## src/rtl/regfile_sb.sv

```systemverilog
// Register file with two combinational read ports, one write port and a per-register busy scoreboard.
// Optional REGFILE_BYPASS_EN forwards same-cycle writeback data/busy to the read ports.
module regfile_sb #(
    parameter int DATA_W  = 32,
    parameter int ADDR_W  = 5,
    parameter int R0_ZERO = 1
) (
    input  logic              CLK,
    input  logic              RST,
    input  logic              RegWrite,
    input  logic [ADDR_W-1:0] WriteReg,
    input  logic [DATA_W-1:0] WriteData,
    input  logic [ADDR_W-1:0] ReadReg1,
    input  logic [ADDR_W-1:0] ReadReg2,
    output logic [DATA_W-1:0] ReadData1,
    output logic [DATA_W-1:0] ReadData2,
    input  logic              Reserve,
    input  logic [ADDR_W-1:0] ReserveReg,
    output logic              Busy1,
    output logic              Busy2,
    output logic [ADDR_W:0]   BusyCount
);

    localparam int DEPTH = 1 << ADDR_W;
    localparam bit ZERO0 = (R0_ZERO != 0);

    logic [DATA_W-1:0] r_regs [DEPTH];
    logic [DEPTH-1:0]  r_busy;
    logic [ADDR_W:0]   r_busy_cnt;

    logic              w_wr_en;
    logic              w_rsv_en;
    logic              w_set_new;
    logic              w_clr_new;
    logic [DEPTH-1:0]  w_busy_nxt;
    logic [ADDR_W:0]   w_cnt_nxt;

    // Register-0 writes/reservations are dropped when it is hardwired; strobes are inert under reset.
    assign w_wr_en  = RegWrite && !RST && !(ZERO0 && (WriteReg == '0));
    assign w_rsv_en = Reserve && !RST && !(ZERO0 && (ReserveReg == '0));

    // A reservation landing on the register being written keeps it busy (newer producer).
    assign w_set_new = w_rsv_en && !r_busy[ReserveReg];
    assign w_clr_new = w_wr_en && r_busy[WriteReg] &&
                       !(w_rsv_en && (ReserveReg == WriteReg));
    assign w_cnt_nxt = r_busy_cnt + (ADDR_W+1)'(w_set_new) - (ADDR_W+1)'(w_clr_new);

    always_comb begin
        w_busy_nxt = r_busy;
        if (w_wr_en)
            w_busy_nxt[WriteReg] = 1'b0;
        if (w_rsv_en)
            w_busy_nxt[ReserveReg] = 1'b1;
    end

    always_ff @(posedge CLK or posedge RST) begin
        if (RST) begin
            for (int i = 0; i < DEPTH; i++)
                r_regs[i] <= '0;
            r_busy     <= '0;
            r_busy_cnt <= '0;
        end else begin
            if (w_wr_en)
                r_regs[WriteReg] <= WriteData;
            r_busy     <= w_busy_nxt;
            r_busy_cnt <= w_cnt_nxt;
        end
    end

    always_comb begin
        ReadData1 = r_regs[ReadReg1];
        ReadData2 = r_regs[ReadReg2];
        Busy1     = r_busy[ReadReg1];
        Busy2     = r_busy[ReadReg2];
`ifdef REGFILE_BYPASS_EN
        if (w_wr_en && (WriteReg == ReadReg1)) begin
            ReadData1 = WriteData;
            Busy1     = w_rsv_en && (ReserveReg == ReadReg1);
        end
        if (w_wr_en && (WriteReg == ReadReg2)) begin
            ReadData2 = WriteData;
            Busy2     = w_rsv_en && (ReserveReg == ReadReg2);
        end
`endif
        if (ZERO0 && (ReadReg1 == '0))
            ReadData1 = '0;
        if (ZERO0 && (ReadReg2 == '0))
            ReadData2 = '0;
    end

    assign BusyCount = r_busy_cnt;

endmodule

```

## config.mk

```make
export PLATFORM = sky130hd
export DESIGN_NAME = regfile_sb
export DESIGN_NICKNAME = d
export VERILOG_FILES = /design/src/rtl/regfile_sb.sv
export SDC_FILE = /design/constraint.sdc
export NUM_CORES = 2
export LEC_CHECK = 0
export CORE_ASPECT_RATIO = 1.2
export CORE_MARGIN = 8
export CORE_UTILIZATION = 50
export CTS_BUF_LIST = sky130_fd_sc_hd__clkbuf_4 sky130_fd_sc_hd__clkbuf_8
export DETAILED_ROUTE_END_ITERATION = 6
export GPL_ROUTABILITY_DRIVEN = 0
export PLACE_DENSITY = 0.78
export RECOVER_POWER = 25
export SYNTH_ARGS = -nofsm -noshare
export SYNTH_HDL_FRONTEND = slang
export SYNTH_SLANG_ARGS = --single-unit
```

## constraint.sdc

```tcl
create_clock -name CLK -period 34.5 [get_ports CLK]
set_clock_uncertainty 0.1 [all_clocks]
set_input_delay 3.45 -clock CLK [delete_from_list [all_inputs] [get_ports CLK]]
set_output_delay 3.45 -clock CLK [all_outputs]
set_load 0.01 [all_outputs]
```

==> flow_metrics.tcl <==
set metrics [dict create \
    critical_path_class "input port to asynchronous set/reset pin" \
    clk_latency_ns 0.89 \
    drt_iter0_drc 3702 \
    hpwlAfterDp_microns 93900 \
    cts_resized 0 \
    tightest_slew_ns 5.52 \
    cts-hold-fix-buffers 0 \
    syn_area_sq_um 57400 \
    area_growth_pct 8.89 \
    status "finished with violations" \
    io_pins 128 \
    fmax_mhz 82.7 \
    worstReg2RegStart "r_busy[9]" \
    start_kind "input port" \
    leakage_uw 0.0275 \
    drtAntennaViolNets 0 \
    fillers 9039 \
    fin_setup_tns_ns 0 \
    relSlewSlack_pct -270 \
    ys_ff_latch 1062 \
    vias 37200 \
    via_per_inst 6.88 \
    synth_edf_count 0 \
    grt_pass1_wl_microns 255000 \
    cp-startpoint "RST" \
    ir_worst_vdd_mv 0.0463 \
    mostFrequentLayoutCells "dfrtp_1, mux2_2, mux4_2" \
    postSynth.asyncResetShare_pct 100 \
    cp_top_family "buffers and inverters" \
    timing.hold.ws_ns 0.290 \
    grt_pass1_vias 39400 \
    synth_warnings 0 \
    maxSlewViolCount 543 \
    synth_top_flop_cell "dfrtp_1" \
    layout.nets 3826 \
    cts.path.max_buffers 3 \
    hold_viol 0 \
    cts_tree "yes" \
    worstPathArrival_ns 12.84 \
    grt_max_degree 188 \
    overflow 0 \
    routedWlPerCell_microns 31.4 \
    drc 0 \
    power.density_nw_per_um2 52.3 \
    hold_class "flip-flop to flip-flop" \
    swShare_pct 27.7 \
    portBuffers 127 \
    dpl_cell_area_sq_um 59100 \
    first_pass_iters 7 \
    clockPowerShare_pct 34.6 \
    slowest_stage "clkinvlp_2" \
    p_sw_uw 906 \
    die_x_microns 325 \
    syn_avg_cell_area_sq_um 14.9 \
    crit_path_cell_trace "dlygate4sd3_1 > clkinvlp_2 > clkbuf_1 > buf_4 > buf_4 > buf_4" \
    setup_viol 0 \
    cts_buffers 170 \
    die_area_sq_um 126000 \
    crit_path_frequent_cell "buf_4" \
    start_util_pct 50.3 \
    p_int_uw 2360 \
    layout-drive-gt1-share_pct 49.7 \
    violations "capacitance limit, slew limit" \
    cap_violations 11 \
    p_comb_share_pct 18.4 \
    num_rows 136 \
    die_h_microns 387 \
    rsz0062_at_grt "false" \
    root_buffer "clkbuf_8" \
    wl_microns 170000 \
    max_stage_delay_ns 3.06 \
    clkSinkCount 1062 \
    r2r.worst_path.cells 11 \
    critPathBufInv 6 \
    fin_crit_sh_pct 35.1 \
    stdcell_area_sq_um 62500 \
    critPathMaxFanout 124 \
    min_from "r_regs[1023]" \
    hold_depth 0 \
    core_area_sq_um 114000 \
    layout_commonest_cell "dfrtp_1" \
    fin_crit_ns 12.09 \
    clkSlewWorstSetupHoldPaths_ns 0.06 \
    yosysUniqueCellTypes 56 \
    cp.depth 6 \
    syn-num-nets 3904 \
    worst_ep_required_time_ns 35.25 \
    cts-htree-levels 4 \
    endpoint_kind "asynchronous set/reset pin" \
    r2r_setup_slack_ns 31.22 \
    synth_cells 3841 \
    antenna_found_initial 9 \
    postCtsSetupBuffers 0 \
    ys_seq_area_share_pct 46.3 \
    seq_power_share_pct 47.0 \
    grtUsageTotal_pct 26.6 \
]
through the flow:
step	total power (uW)	worst slack [ns]	std cells	util [%]
finish	3270	22.41	5411	54.8
global route	3400	20.75	5410	54.7
CTS	3280	22.98	5406	54.8
detailed placement	2150	23.00	5109	51.7
global placement	2120	22.99	5109	51.7
floorplan	1980	1.06	3841	-
final cells by class:
class / instances / area [sq um] / share of cell area, %
Clock buffer: 260 / 3250 / 5.20
Inverter: 28 / 111 / 0.178
Sequential cell: 1062 / 26600 / 42.5
Multi-Input combinational cell: 2300 / 28600 / 45.7
Timing Repair Buffer: 201 / 1840 / 2.94
Antenna cell: 5 / 12.5 / 0.0200
Clock inverter: 37 / 268 / 0.428
Tap cell: 1518 / 1900 / 3.04
power by group through the flow:
stage	clock network [uW]	registers [uW]	logic, uW
after floorplan	0	1520	465
after global placement	0	1540	585
after detailed placement	0	1550	601
after CTS	1150	1530	603
after global routing	1200	1560	643
final	1130	1540	602
state kept, by name, summed over array words and instances, names as in the netlist:
register and cells:
r_busy 32, r_regs 1024, BusyCount 6
worst paths after layout:
| kind | end |
|---|---|
| worst max-delay path | r_regs[331] |
| worst min-delay path | r_regs[1023] |
| worst max register to register | BusyCount[5] |
| worst min register to register | r_regs[1023] |
| max in group CLK | ReadData1[18] |
| min in group asynchronous | BusyCount[1] |
cell usage after synthesis (21+ instances only):
library cell,n,share of area [%]
and2_1,67,0.73
mux2i_1,144,2.5
dfrtp_1,1062,46
o21ai_1,106,0.92
mux4_2,469,18
buf_4,44,0.58
a22oi_1,64,0.84
clkbuf_1,256,1.7
buf_2,106,0.92
buf_6,21,0.41
a311oi_1,64,0.98
mux2_2,1050,21
nand2_1,28,0.18
a211oi_1,64,0.84
o21ai_0,31,0.27
inv_1,26,0.17
a221oi_1,64,0.98
metal layers:
layer  GRT usage [%]  vias to the layer above  wire length, microns
met2            42.7                     1887                 81700
li1                -                    14800                     -
met1            33.9                    20000                 64400
met5               0                        -                    55
met4            14.7                        8                  9700
met3            5.61                      560                 14000
kinds of logic (layout without fill, tap and decap cells):
kind of cell	count (synthesis)	count (layout)	synth area share, %
AOI/OAI and AO/OA	436	436	5.42
xor gates and xnor gates	9	9	0.137
adders and majority gates	7	7	0.166
buffers and inverters	479	526	4.17
DFF	1062	1062	46.3
muxes	1681	1681	42.1
other	0	5	0
and+or+nand+nor	167	167	1.70
worst register-to-register path, delay by kind of cell (launching register included):
family          cells  cell delay (ns)
mux                 2             0.66
fa+ha+maj           2             0.51
compound gates      6             1.41
flops               1             0.44
buf+inv             1             0.06
Note: power is estimated with default switching activity, not from simulation.
